<file path="src/rtl/multicycle_ctrl.sv">
// Control FSM for the multicycle RV32I core: sequences the shared ALU, unified memory and
// register file, and decodes ALU operation and immediate format.
module multicycle_ctrl #(
   parameter bit USE_MEM_READY   = 1'b1,
   parameter bit HALT_ON_ILLEGAL = 1'b1
) (
   input  logic       clk,
   input  logic       rst_n,
   input  logic [6:0] op,
   input  logic [2:0] funct3,
   input  logic       funct7b5,
   input  logic       zero,
   input  logic       mem_ready,
   output logic       pcWrite,
   output logic       adrSrc,
   output logic       memWrite,
   output logic       irWrite,
   output logic [1:0] resSrc,
   output logic [1:0] aluSrcA,
   output logic [1:0] aluSrcB,
   output logic [1:0] immSrc,
   output logic       regWrite,
   output logic [2:0] aluControl,
   output logic [3:0] state,
   output logic       illegal
);

   typedef enum logic [3:0] {
      StFetch    = 4'd0,
      StDecode   = 4'd1,
      StMemAdr   = 4'd2,
      StMemRead  = 4'd3,
      StMemWb    = 4'd4,
      StMemWrite = 4'd5,
      StExecR    = 4'd6,
      StAluWb    = 4'd7,
      StExecI    = 4'd8,
      StJal      = 4'd9,
      StBeq      = 4'd10,
      StHalt     = 4'd11
   } state_e;

   localparam logic [6:0] OpLw  = 7'b0000011;
   localparam logic [6:0] OpSw  = 7'b0100011;
   localparam logic [6:0] OpR   = 7'b0110011;
   localparam logic [6:0] OpI   = 7'b0010011;
   localparam logic [6:0] OpJal = 7'b1101111;
   localparam logic [6:0] OpBeq = 7'b1100011;

   state_e     state_q, state_d;
   logic       rdy;
   logic       fetch_q, jal_q, beq_q, adr_q, memw_q, regw_q, halt_q;
   logic [1:0] res_q, srca_q, srcb_q, aluop_q;

   assign rdy = USE_MEM_READY ? mem_ready : 1'b1;

   always_comb begin
      state_d = StFetch;
      case (state_q)
         StFetch:    state_d = rdy ? StDecode : StFetch;
         StDecode: begin
            case (op)
               OpLw, OpSw: state_d = StMemAdr;
               OpR:        state_d = StExecR;
               OpI:        state_d = StExecI;
               OpJal:      state_d = StJal;
               OpBeq:      state_d = StBeq;
               default:    state_d = HALT_ON_ILLEGAL ? StHalt : StFetch;
            endcase
         end
         StMemAdr: begin
            if (op == OpLw)      state_d = StMemRead;
            else if (op == OpSw) state_d = StMemWrite;
            else                 state_d = StFetch;
         end
         StMemRead:  state_d = rdy ? StMemWb : StMemRead;
         StMemWb:    state_d = StFetch;
         StMemWrite: state_d = rdy ? StFetch : StMemWrite;
         StExecR:    state_d = StAluWb;
         StExecI:    state_d = StAluWb;
         StAluWb:    state_d = StFetch;
         StJal:      state_d = StAluWb;
         StBeq:      state_d = StFetch;
         StHalt:     state_d = StHalt;
         default:    state_d = StFetch;
      endcase
   end

   // Outputs are decoded from the next state so they line up with state_q; only the
   // mem_ready/zero-qualified strobes are finished combinationally below.
   always_ff @(posedge clk or negedge rst_n) begin
      if (!rst_n) begin
         state_q <= StFetch;
         fetch_q <= 1'b1;
         jal_q   <= 1'b0;
         beq_q   <= 1'b0;
         adr_q   <= 1'b0;
         memw_q  <= 1'b0;
         regw_q  <= 1'b0;
         halt_q  <= 1'b0;
         res_q   <= 2'b10;
         srca_q  <= 2'b00;
         srcb_q  <= 2'b10;
         aluop_q <= 2'b00;
      end else begin
         state_q <= state_d;
         fetch_q <= 1'b0;
         jal_q   <= 1'b0;
         beq_q   <= 1'b0;
         adr_q   <= 1'b0;
         memw_q  <= 1'b0;
         regw_q  <= 1'b0;
         halt_q  <= 1'b0;
         res_q   <= 2'b00;
         srca_q  <= 2'b00;
         srcb_q  <= 2'b00;
         aluop_q <= 2'b00;
         case (state_d)
            StFetch: begin
               fetch_q <= 1'b1;
               res_q   <= 2'b10;
               srcb_q  <= 2'b10;
            end
            StDecode: begin
               srca_q <= 2'b01;
               srcb_q <= 2'b01;
            end
            StMemAdr: begin
               srca_q <= 2'b10;
               srcb_q <= 2'b01;
            end
            StMemRead: adr_q <= 1'b1;
            StMemWb: begin
               res_q  <= 2'b01;
               regw_q <= 1'b1;
            end
            StMemWrite: begin
               adr_q  <= 1'b1;
               memw_q <= 1'b1;
            end
            StExecR: begin
               srca_q  <= 2'b10;
               aluop_q <= 2'b10;
            end
            StExecI: begin
               srca_q  <= 2'b10;
               srcb_q  <= 2'b01;
               aluop_q <= 2'b10;
            end
            StAluWb: regw_q <= 1'b1;
            StJal: begin
               srca_q <= 2'b01;
               srcb_q <= 2'b10;
               jal_q  <= 1'b1;
            end
            StBeq: begin
               srca_q  <= 2'b10;
               aluop_q <= 2'b01;
               beq_q   <= 1'b1;
            end
            StHalt:  halt_q <= 1'b1;
            default: ;
         endcase
      end
   end

   assign pcWrite  = rst_n & ((fetch_q & rdy) | jal_q | (beq_q & zero));
   assign irWrite  = rst_n & fetch_q & rdy;
   assign memWrite = rst_n & memw_q;
   assign regWrite = rst_n & regw_q;
   assign adrSrc   = adr_q;
   assign resSrc   = res_q;
   assign aluSrcA  = srca_q;
   assign aluSrcB  = srcb_q;
   assign state    = state_q;
   assign illegal  = halt_q;

   always_comb begin
      aluControl = 3'b000;
      case (aluop_q)
         2'b01: aluControl = 3'b001;
         2'b10: begin
            case (funct3)
               3'b000:  aluControl = (op[5] & funct7b5) ? 3'b001 : 3'b000;
               3'b010:  aluControl = 3'b101;
               3'b110:  aluControl = 3'b011;
               3'b111:  aluControl = 3'b010;
               default: aluControl = 3'b000;
            endcase
         end
         default: aluControl = 3'b000;
      endcase
   end

   always_comb begin
      immSrc = 2'b00;
      case (op)
         OpSw:    immSrc = 2'b01;
         OpBeq:   immSrc = 2'b10;
         OpJal:   immSrc = 2'b11;
         default: immSrc = 2'b00;
      endcase
   end

endmodule

</file>
<file path="config.mk">
export PLATFORM = sky130hd
export DESIGN_NAME = multicycle_ctrl
export DESIGN_NICKNAME = d
export VERILOG_FILES = /design/src/rtl/multicycle_ctrl.sv
export SDC_FILE = /design/constraint.sdc
export NUM_CORES = 1
export LEC_CHECK = 0
export ABC_AREA = 1
export BUFFER_PORTS_ARGS = -buffer_cell sky130_fd_sc_hd__buf_2
export CAP_MARGIN = 0
export CORE_MARGIN = 2
export CORE_UTILIZATION = 40
export CTS_BUF_LIST = sky130_fd_sc_hd__clkbuf_2
export DETAILED_ROUTE_END_ITERATION = 7
export GPL_TIMING_DRIVEN = 0
export HOLD_SLACK_MARGIN = 0.05
export PLACE_DENSITY = 0.62
export SYNTH_ARGS = -nofsm -noshare
export SYNTH_HDL_FRONTEND = slang
export SYNTH_SLANG_ARGS = --single-unit
</file>
<file path="constraint.sdc">
create_clock -name clk -period 2.3 [get_ports clk]
set_input_delay 0 -clock clk [delete_from_list [all_inputs] [get_ports clk]]
set_output_delay 0 -clock clk [all_outputs]
set_load 0.005 [all_outputs]
</file>
* Word level (Yosys, flattened, before mapping)
Cells that the tools add are included.
** Word-level totals
- Flip-flop bits (word level) :: 19
- Input bits :: 15
- Output and inout port bits :: 21
- Word-level logic and storage cells :: 86
** Operators by class
- Equality and inequality tests :: 30
- Muxes and demuxes :: 22
- Bitwise logic cells :: 10
- Reduce and logical (&&, ||, !) cells :: 12
** Operator list (number)
- $eq 4x4->1 const B :: 7
- $pmux 4 s7 :: 1
- $eq 4x3->1 const B :: 6
- $pmux 4 s5 :: 1
- $eq 4x2->1 const B :: 4
- $pmux 2 s2 :: 4
- $eq 7x6->1 const B :: 2
- $eq 7x7->1 const B :: 2
- $mux 3 :: 4
- $pmux 3 s4 :: 1
- $reduce_or 2->1 :: 6
- $mux 1 :: 9
- $and 1x1->1 :: 8
- $eq 4x1->1 const B :: 2
- $logic_not 4->1 :: 2
- $eq 7x2->1 const B :: 1
- $eq 7x5->1 const B :: 1
- $eq 3x3->1 const B :: 2
- $pmux 2 s3 :: 1
- $pmux 3 s2 :: 1
- $reduce_or 3->1 :: 2
- $reduce_or 4->1 :: 1
- $eq 3x2->1 const B :: 1
- $logic_not 3->1 :: 1
- 3 further kinds :: 4

* Longest topological paths before layout
Gate-level depths: netlist of run 1.
- Word-level depth :: 7
- Depth in mapped cells :: 11
- Gate-level depth less buffers :: 11

* Worst setup path after synthesis of run 1
No wires, ideal clock.
- Path type :: register -> register
- Start :: register state_q[1], in the netlist state[1]
- End :: register adr_q, in the netlist adrSrc
- Setup time :: 117 ps
- Data arrival time :: 1292 ps
- Data required time :: 2183 ps
- Path slack :: 890 ps
- Stages on the path, launching flop included :: 11
- Path buffers :: 0
- Period minus slack after synthesis :: 1410 ps
- Cell sequence :: dfrtp_1 -> inv_2 -> nor2_2 -> nand2_2 -> nand3_2 -> nor2_4 -> nand2_2 -> nor2_8 -> nor2_4 -> nand2_2 -> nand2_1
** Between the ends
- Word-level cells in the longest chain between the ends :: 6
- Elaborated cells between the ends (all ways) :: 15
** RTL lines
- start, declared :: RTL line 50 : state_e state_q, state_d;
- start signal, assigned :: RTL line 93 : state_q <= StFetch;
- start signal, assigned :: RTL line 106 : state_q <= state_d;
- $eq 4x4->1 or $eq 4x3->1 (tied branches) :: RTL line 59 : case (state_q)
- $reduce_or 3->1 (no source line)
- $pmux 4 s7 (*) :: RTL line 59
- $eq 4x3->1 or $eq 4x2->1 (tied branches) :: RTL line 118 : case (state_d)
- $reduce_or 2->1 (no source line) (*)
- $mux 1 (*) :: RTL line 118
- end signal, assigned :: RTL line 110 : adr_q <= 1'b0;
- end signal, assigned :: RTL line 132 : StMemRead: adr_q <= 1'b1;
- end signal, assigned :: RTL line 138 : adr_q <= 1'b1;
- end, declared :: RTL line 52 : logic fetch_q, jal_q, beq_q, adr_q, memw_q, regw_q, halt_q;
Mark *: on every way between the ends. The rest lies on a longest branch, timed or not.

* Worst setup path in the final report of run 1
- Start :: register state_q[1], in the netlist state[1]
- End :: register srcb_q[0], in the netlist aluSrcB[0]
** Between the ends
- Word-level cells in the longest chain between the ends :: 6
- Elaborated cells between the ends (all ways) :: 19
** RTL lines
- $eq 4x4->1 or $eq 4x3->1 (tied branches) :: RTL line 59
- $reduce_or 3->1 (no source line)
- $pmux 4 s7 (*) :: RTL line 59
- via state_d[2] :: RTL line 50
- $eq 4x4->1 (tied with other cells) :: RTL line 118
- $reduce_or 3->1 (no source line) or $reduce_or 2->1 (tied branches)
- $pmux 2 s2 (*) :: RTL line 118
- end signal, assigned :: RTL line 116 : srcb_q <= 2'b00;
- end signal, assigned :: RTL line 122 : srcb_q <= 2'b10;
- end signal, assigned :: RTL line 126 : srcb_q <= 2'b01;
- end, declared :: RTL line 53 : logic [1:0] res_q, srca_q, srcb_q, aluop_q;
The timed path passes the listed nets; every way through them passes the cells marked *.

==> metrics.txt, run 1 <==
# TYPE chip_impl_metric gauge
chip_impl_metric{name="worst_pin_slew",unit="ns"} 0.443
chip_impl_metric{name="synth-edff-count",unit=""} 0
chip_impl_metric{name="core-area",unit="mm^2"} 0.00278
chip_impl_info{name="topRoutingLayerUsed",value="met4"} 1
chip_impl_metric{name="boundaryPins",unit=""} 36
chip_impl_metric{name="hold_violations",unit=""} 0
chip_impl_metric{name="totalNegativeSetupSlack",unit="ns"} 0
chip_impl_info{name="grt_setup_unrepaired",value="false"} 1
chip_impl_metric{name="grt_util_all_layers",unit="%"} 16.8
chip_impl_metric{name="dp.final_hpwl",unit="um"} 2020
chip_impl_metric{name="place_area",unit="mm^2"} 0.00139
chip_impl_metric{name="floorplan.die.width",unit="um"} 58.3
chip_impl_metric{name="final.period_utilization",unit="%"} 71.1
chip_impl_info{name="cp-end-kind",value="register"} 1
chip_impl_info{name="synthDominantAreaCellType",value="dfrtp_1"} 1
chip_impl_info{name="class_of_the_most_critical_hold_timing_path",value="primary input to register"} 1
chip_impl_metric{name="clk_pin_slew",unit="ns"} 0.18
chip_impl_metric{name="skew",unit="ns"} 0.0162
chip_impl_metric{name="synthesis.instances",unit=""} 148
chip_impl_metric{name="syn_avg_cell_area",unit="um^2"} 7.96
chip_impl_metric{name="report.final.setup_viol",unit=""} 0
chip_impl_metric{name="max_slew_margin",unit="%"} 70.5
chip_impl_metric{name="drt.antenna.violating_nets",unit=""} 0
chip_impl_metric{name="power_per_cell_area",unit="mW/mm^2"} 1160
chip_impl_metric{name="routedLengthMet1",unit="um"} 1090
chip_impl_metric{name="postSynthRegisterBits",unit=""} 19
chip_impl_metric{name="number_of_global_route_vias_before_repair",unit=""} 1008
chip_impl_metric{name="floorplan.rows",unit=""} 19
chip_impl_metric{name="peakVddDrop",unit="mV"} 0.798
chip_impl_metric{name="synth_fp_nets",unit=""} 165
chip_impl_metric{name="achievable-frequency",unit="MHz"} 611
chip_impl_metric{name="ys.warnings.count",unit=""} 0
chip_impl_metric{name="drive_gt1_share",unit="%"} 43.7
chip_impl_metric{name="die-area",unit="mm^2"} 0.00340
chip_impl_info{name="worst_setup_path_start_kind",value="register"} 1
chip_impl_metric{name="leakagePower",unit="nW"} 0.859
chip_impl_metric{name="clk_latency",unit="ns"} 0.31
chip_impl_metric{name="synth-seq-area-share",unit="%"} 40.7
chip_impl_metric{name="final_core_utilization",unit="%"} 51.9
chip_impl_metric{name="wirelength_routed",unit="um"} 2470
chip_impl_metric{name="synth.lib_cells_used.distinct",unit=""} 23
chip_impl_metric{name="floorplan.initialDensity",unit="%"} 42.4
chip_impl_info{name="synth_top_cells_by_area",value="dfrtp_1 (34%), nand2_1 (7.6%), inv_1 (7.0%), dfstp_2 (6.7%), nor2_1 (6.4%)"} 1
chip_impl_metric{name="port-buffer-count",unit=""} 35
chip_impl_metric{name="maximum_number_of_pins_on_one_net_before_global_route_repair",unit=""} 23
chip_impl_metric{name="floorplan.die.height",unit="um"} 58.3
chip_impl_metric{name="ys_async_sr_fraction",unit="%"} 100
chip_impl_metric{name="cts.repair.resized",unit=""} 0
chip_impl_metric{name="worstPathArrival",unit="ns"} 1.83
chip_impl_metric{name="holdBufCountCts",unit=""} 3
chip_impl_info{name="run_status",value="finished clean"} 1
chip_impl_metric{name="required_time_of_the_critical_path",unit="ns"} 2.50
chip_impl_metric{name="finish.net_count",unit=""} 208
chip_impl_metric{name="detail_route.first_pass.iterations",unit=""} 4
chip_impl_metric{name="n_antenna_cell",unit=""} 0
chip_impl_metric{name="post-route-cell-area",unit="mm^2"} 0.00144
chip_impl_metric{name="gr-total-overflow",unit=""} 0
chip_impl_metric{name="clockBufferDepth",unit=""} 2
chip_impl_metric{name="sink_count_of_the_clock_tree",unit=""} 19
chip_impl_metric{name="post-synth-top-area-fraction",unit="%"} 34.0
chip_impl_metric{name="syn_area",unit="mm^2"} 0.00118
chip_impl_info{name="most_common_cell_in_the_synthesized_netlist",value="nand2_1"} 1
chip_impl_metric{name="metal2_wl",unit="um"} 1270
chip_impl_metric{name="max_cap_violations",unit=""} 0
chip_impl_metric{name="post-route-drc-count",unit=""} 0
chip_impl_metric{name="detailroute.wirelength.met3",unit="um"} 100
chip_impl_metric{name="drt_iter0_markers",unit=""} 25
chip_impl_metric{name="routed_via_density",unit=""} 4.71
chip_impl_info{name="synth.cells.most_frequent",value="nand2_1 (24), inv_1 (22), nor2_1 (20)"} 1
chip_impl_metric{name="crit_path_max_fanout",unit=""} 7
chip_impl_metric{name="syn_to_final_growth",unit="%"} 22.4
chip_impl_metric{name="final_replace_weighted_congestion",unit=""} 0.859
chip_impl_info{name="synth-main-ff-cell",value="dfrtp_1"} 1
chip_impl_info{name="cts_tree",value="done"} 1
chip_impl_info{name="cts_root_buf",value="clkbuf_2"} 1
chip_impl_metric{name="cts_inserted_buffers",unit=""} 3
chip_impl_metric{name="grt_antenna_before_repair",unit=""} 0
chip_impl_metric{name="cts_htree_levels",unit=""} 1
chip_impl_metric{name="timing.final.max_slew_violations",unit=""} 0
chip_impl_metric{name="vias",unit=""} 1041
chip_impl_metric{name="grt_pass1_wl",unit="um"} 4330
chip_impl_metric{name="postCtsSetupRepairBufs",unit=""} 0
chip_impl_metric{name="route.detailed.wl_per_inst",unit="um"} 11.2
chip_impl_metric{name="fin_crit",unit="ns"} 1.64
chip_impl_info{name="setup_crit_path_kind",value="register to register"} 1
-- power by group --
group	total, mW	internal (mW)	switching [mW]
Sequential	0.557	0.477	0.0802
Combinational	0.978	0.355	0.624
Clock	0.140	0.0394	0.100
-- path summary, 6_finish.rpt --
path / startpoint / end / slack [ns] / cells past startpoint
worst max-delay path: state[1] / aluSrcB[0] / 0.66 / 10
max in group asynchronous: rst_n / resSrc[1] / 1.84 / 2
worst min register to register: state[2] / resSrc[0] / 0.69 / 3
worst max register to register: state[1] / aluSrcB[0] / 0.66 / 10
min in group asynchronous: rst_n / jal_q / 0.13 / 2
worst min-delay path: op[4] / aluop_q[1] / 0.07 / 5
-- critical path, cell delays in order (launching register included) --
cell     delay (ns)
dfrtp_1        0.49
inv_2          0.13
nand2_2        0.07
nor2_4         0.19
nand3_1        0.14
nand2_1        0.08
inv_1          0.05
nand2_2        0.11
nor2_2         0.07
nand3_1        0.09
nand3_1        0.09
-- cells by family after synthesis --
kind of cell	after synthesis	share of synthesized area (%)
AO/OA/AOI/OAI	7	4.56
buffers and inverters	31	9.98
adder cells (fa/ha/maj)	2	2.12
flip-flops	19	40.7
AND/OR/NAND/NOR	89	42.7
-- per-layer routing --
metal  up-vias  GRT usage, %
met5         -             0
met4         0          2.99
met3         2          4.69
met2        19          29.7
met1       477          20.4
li1        543             -
-- stage by stage --
stage | instances | power, mW | hold slack, ns | worst slack [ns]
after floorplan | 148 | 1.29 | -0.296 | 0.890
after global placement | 214 | 1.52 | -0.0379 | 0.725
after detailed placement | 214 | 1.55 | -0.0283 | 0.697
after CTS | 221 | 1.70 | 0.0559 | 0.649
after global routing | 221 | 1.84 | 0.0710 | 0.525
final | 221 | 1.67 | 0.0685 | 0.664
-- registers in the layout, summed over array words and instances (netlist names) --
register / cells
resSrc: 2
state: 4
aluop_q: 2
jal_q: 1
regw_q: 1
fetch_q: 1
aluSrcA: 2
memw_q: 1
aluSrcB: 2
illegal: 1
beq_q: 1
adrSrc: 1
-- cell usage in the layout (no fill, tap or decap), drive strengths merged --
| cell | Yosys | routed |
|---|---|---|
| nor3 | 1 | 1 |
| nor2 | 31 | 31 |
| dfstp | 3 | 3 |
| buf | 0 | 35 |
| o21ai | 2 | 2 |
| nand2 | 36 | 36 |
| nor4 | 1 | 1 |
| inv | 30 | 30 |
| dlygate4sd3 | 0 | 3 |
| clkinv | 1 | 2 |
| a21oi | 5 | 5 |
| nand4 | 5 | 5 |
| ha | 2 | 2 |
| dfrtp | 16 | 16 |
| nand3 | 15 | 15 |
| clkbuf | 0 | 3 |
-- layout make-up --
| cell class | count | area [um^2] |
|---|---|---|
| Clock buffer | 3 | 15.0 |
| Clock inverter | 1 | 5.00 |
| Fill cell | 269 | 1340 |
| Inverter | 31 | 118 |
| Multi-Input combinational cell | 98 | 582 |
| Sequential cell | 19 | 479 |
| Tap cell | 31 | 38.8 |
| Timing Repair Buffer | 38 | 205 |
Note: power is estimated with default switching activity, not from simulation.
==> run 2, diff against run 1 <==
Settings changed: PLACE_DENSITY 0.62 to 0.64.
Clock period 2.3 ns to 1.39 ns, I/O delays scaled along.
==> run 2 against run 1 <==
The run now ends with negative setup slack left. Combinational power up 120%. Critical path depth down 2. Die area unchanged. Largest power group unchanged.
==> metrics.txt, run 2 (synthesis results as in run 1) <==
# TYPE chip_impl_metric gauge
chip_impl_metric{name="maximum_number_of_pins_on_one_net_before_global_route_repair",unit=""} 23
chip_impl_metric{name="dp.final_hpwl",unit="um"} 1940
chip_impl_metric{name="achievable-frequency",unit="MHz"} 651
chip_impl_info{name="worst_setup_path_start_kind",value="register"} 1
chip_impl_info{name="most-common-layout-cells",value="buf_2 (34), nand2_1 (21), inv_1 (19)"} 1
chip_impl_metric{name="drive_gt1_share",unit="%"} 56.5
chip_impl_metric{name="r2r_setup_slack",unit="ns"} -0.15
chip_impl_metric{name="switching_share",unit="%"} 46.5
chip_impl_metric{name="report.final.setup_viol",unit=""} 14
chip_impl_info{name="class_of_the_most_critical_hold_timing_path",value="primary input to asynchronous set/reset pin"} 1
chip_impl_metric{name="final_replace_weighted_congestion",unit=""} 0.864
chip_impl_metric{name="route.detailed.wl_per_inst",unit="um"} 11.9
chip_impl_metric{name="cts_inserted_buffers",unit=""} 3
chip_impl_metric{name="peakVddDrop",unit="mV"} 1.66
chip_impl_metric{name="cts_htree_levels",unit=""} 1
chip_impl_info{name="cts_root_buf",value="clkbuf_2"} 1
chip_impl_metric{name="post-route-drc-count",unit=""} 0
chip_impl_metric{name="drt.antenna.violating_nets",unit=""} 0
chip_impl_metric{name="skew",unit="ns"} 0.0191
chip_impl_metric{name="sequentialPowerShare",unit="%"} 28.1
chip_impl_metric{name="detailedPlace.worstSlack",unit="ns"} -0.191
chip_impl_metric{name="hold_violations",unit=""} 0
chip_impl_metric{name="comb_power_share",unit="%"} 65.1
chip_impl_metric{name="required_time_of_the_critical_path",unit="ns"} 1.63
chip_impl_metric{name="floorplan.die.height",unit="um"} 58.3
chip_impl_metric{name="floorplan.die.width",unit="um"} 58.3
chip_impl_metric{name="routed_via_density",unit=""} 4.77
chip_impl_metric{name="number_of_global_route_vias_before_repair",unit=""} 1087
chip_impl_metric{name="syn_to_final_growth",unit="%"} 45.8
chip_impl_info{name="cp-end-kind",value="register"} 1
chip_impl_metric{name="cell_internal_power",unit="mW"} 1.81
chip_impl_metric{name="core-area",unit="mm^2"} 0.00278
chip_impl_metric{name="drt_iter0_markers",unit=""} 40
chip_impl_metric{name="leakagePower",unit="nW"} 0.975
chip_impl_metric{name="grt_pass1_wl",unit="um"} 4530
chip_impl_metric{name="post-layout-total-power",unit="mW"} 3.38
chip_impl_metric{name="wirelength_routed",unit="um"} 2830
chip_impl_metric{name="grt_util_all_layers",unit="%"} 17.7
chip_impl_metric{name="finish.net_count",unit=""} 225
chip_impl_metric{name="floorplan.initialDensity",unit="%"} 42.4
chip_impl_metric{name="max_cap_violations",unit=""} 0
chip_impl_metric{name="port-buffer-count",unit=""} 35
chip_impl_metric{name="boundaryPins",unit=""} 36
chip_impl_metric{name="crit_path_max_fanout",unit=""} 4
chip_impl_metric{name="share_clk_of_total_power",unit="%"} 6.7
chip_impl_metric{name="final.period_utilization",unit="%"} 110
chip_impl_metric{name="die-area",unit="mm^2"} 0.00340
chip_impl_info{name="grt_setup_unrepaired",value="true"} 1
chip_impl_metric{name="worst_pin_slew",unit="ns"} 0.309
chip_impl_metric{name="floorplan.rows",unit=""} 19
chip_impl_metric{name="worstPathArrival",unit="ns"} 1.78
chip_impl_info{name="run_status",value="finished, violations left"} 1
chip_impl_metric{name="gr-total-overflow",unit=""} 0
chip_impl_metric{name="net-switching-power",unit="mW"} 1.57
chip_impl_info{name="violations",value="negative setup slack"} 1
chip_impl_info{name="mostFrequentLayoutCell",value="buf_2"} 1
chip_impl_metric{name="vias",unit=""} 1135
chip_impl_metric{name="max_slew_margin",unit="%"} 79.3
chip_impl_metric{name="worst_slack",unit="ns"} -0.145
chip_impl_metric{name="detail_route.first_pass.iterations",unit=""} 6
chip_impl_metric{name="clk_pin_slew",unit="ns"} 0.18
chip_impl_metric{name="clk_latency",unit="ns"} 0.31
chip_impl_metric{name="post-route-cell-area",unit="mm^2"} 0.00172
chip_impl_metric{name="fin_crit",unit="ns"} 1.54
chip_impl_metric{name="place_area",unit="mm^2"} 0.00139
chip_impl_metric{name="grt_antenna_before_repair",unit=""} 0
chip_impl_metric{name="power_per_cell_area",unit="mW/mm^2"} 1970
chip_impl_metric{name="n_antenna_cell",unit=""} 0
chip_impl_info{name="cts_tree",value="done"} 1
chip_impl_metric{name="clockBufferDepth",unit=""} 2
chip_impl_metric{name="timing.final.max_slew_violations",unit=""} 0
chip_impl_metric{name="largest_register_ffs",unit=""} 4
chip_impl_info{name="setup_crit_path_kind",value="register to register"} 1
chip_impl_metric{name="sink_count_of_the_clock_tree",unit=""} 19
-- run 2: area by class of cell --
type                            count  area [um^2]
Clock buffer                        3         15.0
Clock inverter                      1         5.00
Fill cell                         246         1060
Inverter                           31          121
Multi-Input combinational cell     98          701
Sequential cell                    19          483
Tap cell                           31         38.8
Timing Repair Buffer               55          354
-- run 2: worst paths after layout --
path | cells past startpoint | end | start
setup reg to reg | 8 | aluSrcB[0] | state[1]
hold reg to reg | 3 | resSrc[0] | state[2]
setup / recovery | 8 | aluSrcB[0] | state[1]
hold / removal | 2 | state[3] | rst_n
max in group asynchronous | 2 | resSrc[1] | rst_n
min in group clk | 5 | aluop_q[1] | op[5]
-- run 2: through the flow --
step / instances / hold WS [ns] / util (%) / TNS, ns
2_1_floorplan: 148 / -0.296 / - / 0
3_3_place_gp: 214 / -0.0388 / 50.1 / -1.39
3_5_place_dp: 214 / -0.0300 / 50.1 / -1.54
4_1_cts: 234 / 0.0945 / 58.1 / -0.819
5_1_grt: 238 / 0.0982 / 61.8 / -3.15
6_report: 238 / 0.0976 / 61.8 / -1.29
-- run 2: what timing repair did --
action                                  in CTS  in global routing
pin swaps                                   10                 11
endpoints found under the setup margin      16                 20
endpoints found under the hold margin       21                  0
buffers inserted                            12                  4
resized for setup                           20                 15
hold buffers                                 4                  0
-- run 2: layer usage --
layer | up-vias | track usage, % | routed length [um]
met5 | - | 0 | 0
met4 | 0 | 3.65 | 8
met3 | 2 | 5.13 | 133
met2 | 30 | 31.6 | 1560
met1 | 531 | 21.0 | 1130
li1 | 572 | - | -
-- run 2: power groups by stage --
stage / Sequential (mW) / Clock (mW) / Combinational, mW
after floorplan: 0.927 / 0 / 1.20
after global placement: 0.929 / 0 / 1.57
after detailed placement: 0.929 / 0 / 1.61
after CTS: 0.933 / 0.235 / 1.94
after global routing: 0.974 / 0.259 / 2.44
final: 0.951 / 0.228 / 2.20
-- run 2: critical path, cell delays in order (launching register included) --
cell and delay [ns]:
dfrtp_2 0.48, buf_4 0.15, nand4_1 0.14, nand2_1 0.09, nor2_1 0.12, nand2_2 0.10, nor2_2 0.17, nand3_1 0.11
nand3_1 0.10
==> run 3, diff against run 2 <==
Settings changed: CORE_UTILIZATION 40 to 47, PLACE_DENSITY 0.64 to 0.78.
==> run 3 against run 2 <==
The flow still finishes with violations (negative setup slack). Setup slack better by 0.018 ns. Core utilization grew 4.1 points. Via count is 1.9% lower. Critical endpoint is now adrSrc.
==> metrics.txt, run 3 (synthesis results as in run 1) <==
# TYPE chip_impl_metric gauge
chip_impl_metric{name="drive_gt1_share",unit="%"} 54.7
chip_impl_metric{name="maximum_number_of_pins_on_one_net_before_global_route_repair",unit=""} 23
chip_impl_metric{name="place_area",unit="mm^2"} 0.00139
chip_impl_metric{name="required_time_of_the_critical_path",unit="ns"} 1.62
chip_impl_metric{name="fin_crit",unit="ns"} 1.52
chip_impl_metric{name="peakVddDrop",unit="mV"} 1.44
chip_impl_metric{name="floorplan.die.height",unit="um"} 54.1
chip_impl_info{name="cp-end-kind",value="register"} 1
chip_impl_metric{name="floorplan.rows",unit=""} 18
chip_impl_metric{name="floorplan.initialDensity",unit="%"} 48.5
chip_impl_metric{name="worst_slack",unit="ns"} -0.128
chip_impl_metric{name="hold_slack",unit="ns"} 0.0891
chip_impl_info{name="most-common-layout-cells",value="buf_2 (34), nand2_1 (21), inv_1 (18)"} 1
chip_impl_metric{name="floorplan.die.width",unit="um"} 54.1
chip_impl_metric{name="sink_count_of_the_clock_tree",unit=""} 19
chip_impl_metric{name="largest_register_ffs",unit=""} 4
chip_impl_metric{name="dp.final_hpwl",unit="um"} 1890
chip_impl_metric{name="area_of_the_multi_input_gates",unit="um^2"} 646
chip_impl_metric{name="hold_violations",unit=""} 0
chip_impl_metric{name="timing.final.max_slew_violations",unit=""} 0
chip_impl_metric{name="worst_pin_slew",unit="ns"} 0.309
chip_impl_metric{name="crit_path_max_fanout",unit=""} 6
chip_impl_metric{name="core-area",unit="mm^2"} 0.00243
chip_impl_metric{name="final.period_utilization",unit="%"} 109
chip_impl_metric{name="post-route-drc-count",unit=""} 0
chip_impl_info{name="violations",value="negative setup slack"} 1
chip_impl_info{name="run_status",value="finished, violations left"} 1
chip_impl_info{name="class_of_the_most_critical_hold_timing_path",value="primary input to asynchronous set/reset pin"} 1
chip_impl_metric{name="gr-total-overflow",unit=""} 0
chip_impl_metric{name="port-buffer-count",unit=""} 35
chip_impl_metric{name="clockBufferDepth",unit=""} 2
chip_impl_metric{name="final_replace_weighted_congestion",unit=""} 0.891
chip_impl_metric{name="detail_route.first_pass.iterations",unit=""} 4
chip_impl_metric{name="grt_antenna_before_repair",unit=""} 0
chip_impl_metric{name="max_slew_margin",unit="%"} 79.3
chip_impl_metric{name="cts_htree_levels",unit=""} 1
chip_impl_metric{name="wirelength_routed",unit="um"} 2570
chip_impl_metric{name="routed_via_density",unit=""} 4.82
chip_impl_metric{name="leakagePower",unit="nW"} 0.921
chip_impl_info{name="cts_root_buf",value="clkbuf_2"} 1
chip_impl_metric{name="drt.antenna.violating_nets",unit=""} 0
chip_impl_info{name="mostFrequentLayoutCell",value="buf_2"} 1
chip_impl_metric{name="post-route-cell-area",unit="mm^2"} 0.00160
chip_impl_metric{name="grt_util_all_layers",unit="%"} 18.7
chip_impl_metric{name="power_per_cell_area",unit="mW/mm^2"} 1990
chip_impl_metric{name="n_antenna_cell",unit=""} 0
chip_impl_info{name="grt_setup_unrepaired",value="true"} 1
chip_impl_metric{name="cts_inserted_buffers",unit=""} 3
chip_impl_metric{name="syn_to_final_growth",unit="%"} 36.0
chip_impl_info{name="cts_tree",value="done"} 1
chip_impl_metric{name="worstPathArrival",unit="ns"} 1.74
chip_impl_metric{name="report.final.setup_viol",unit=""} 14
chip_impl_metric{name="boundaryPins",unit=""} 36
chip_impl_metric{name="clk_latency",unit="ns"} 0.31
chip_impl_metric{name="number_of_global_route_vias_before_repair",unit=""} 1011
chip_impl_metric{name="finish.net_count",unit=""} 219
chip_impl_metric{name="max_cap_violations",unit=""} 0
chip_impl_metric{name="final.fill_count",unit=""} 192
chip_impl_info{name="worst_setup_path_start_kind",value="register"} 1
chip_impl_metric{name="clk_pin_slew",unit="ns"} 0.18
chip_impl_metric{name="drt_iter0_markers",unit=""} 14
chip_impl_info{name="setup_crit_path_kind",value="register to register"} 1
chip_impl_metric{name="achievable-frequency",unit="MHz"} 659
chip_impl_metric{name="grt_pass1_wl",unit="um"} 3980
chip_impl_metric{name="vias",unit=""} 1114
chip_impl_metric{name="skew",unit="ns"} 0.00823
chip_impl_metric{name="die-area",unit="mm^2"} 0.00292
chip_impl_metric{name="route.detailed.wl_per_inst",unit="um"} 11.1
chip_impl_metric{name="footprint_of_the_flip_flops_and_latches",unit="um^2"} 483
-- run 3: worst paths after layout --
kind / from / to / slack, ns / cells after the start
max in group asynchronous: rst_n / fetch_q / 1.02 / 2
max: state[3] / adrSrc / -0.13 / 10
min reg2reg: state[2] / resSrc[0] / 0.72 / 3
max reg2reg: state[3] / adrSrc / -0.13 / 10
min: rst_n / resSrc[0] / 0.09 / 2
min in group clk: op[5] / aluop_q[1] / 0.17 / 6
-- run 3: routing by layer --
metal	GRT usage (%)	up-vias	part of all wire, %
li1	-	560	-
met1	21.6	528	40
met2	34.3	26	55
met3	6.11	0	4.4
met4	2.08	0	0
met5	0	-	0
-- run 3: power by group --
part           internal [mW]  total [mW]  switching, mW
clock network         0.0652       0.236          0.171
logic                  0.826        1.98           1.16
registers              0.796       0.964          0.168
total                   1.69        3.18           1.49
-- run 3: through the flow --
| stage | std cells | setup WS (ns) | total power, mW | util [%] | TNS (ns) |
|---|---|---|---|---|---|
| floorplan | 148 | 0.00627 | 2.12 | - | 0 |
| global placement | 213 | -0.164 | 2.48 | 57.2 | -1.29 |
| detailed placement | 213 | -0.177 | 2.53 | 57.2 | -1.45 |
| CTS | 226 | -0.0937 | 2.96 | 62.8 | -0.854 |
| global route | 231 | -0.250 | 3.47 | 65.9 | -3.20 |
| finish | 231 | -0.128 | 3.18 | 65.9 | -1.19 |
-- run 3: layout make-up --
cell class / instances / share of cell area, %
Clock buffer: 3 / 0.937
Clock inverter: 1 / 0.312
Inverter: 31 / 7.49
Multi-Input combinational cell: 98 / 40.3
Sequential cell: 19 / 30.1
Tap cell: 30 / 2.34
Timing Repair Buffer: 49 / 18.5
-- run 3: worst max-delay path, cell delays in order, from the launching register on --
cell and delay [ns]:
dfrtp_2 0.51, nor2_4 0.13, nand3_1 0.11, nor2_2 0.13, nand2_1 0.07, nand2_2 0.11, clkinv_2 0.08, nand2_4 0.10
nor2_4 0.05, nand2_2 0.09, nand2_2 0.04
-- run 3: what timing repair did --
| item | in CTS | in global routing |
|---|---|---|
| setup endpoints to repair | 16 | 18 |
| hold endpoints to repair | 23 | 0 |
| setup buffers | 5 | 5 |
| hold buffers | 4 | 0 |
| cloned | 0 | 0 |
| pin swaps | 9 | 12 |
| resized for setup | 14 | 11 |
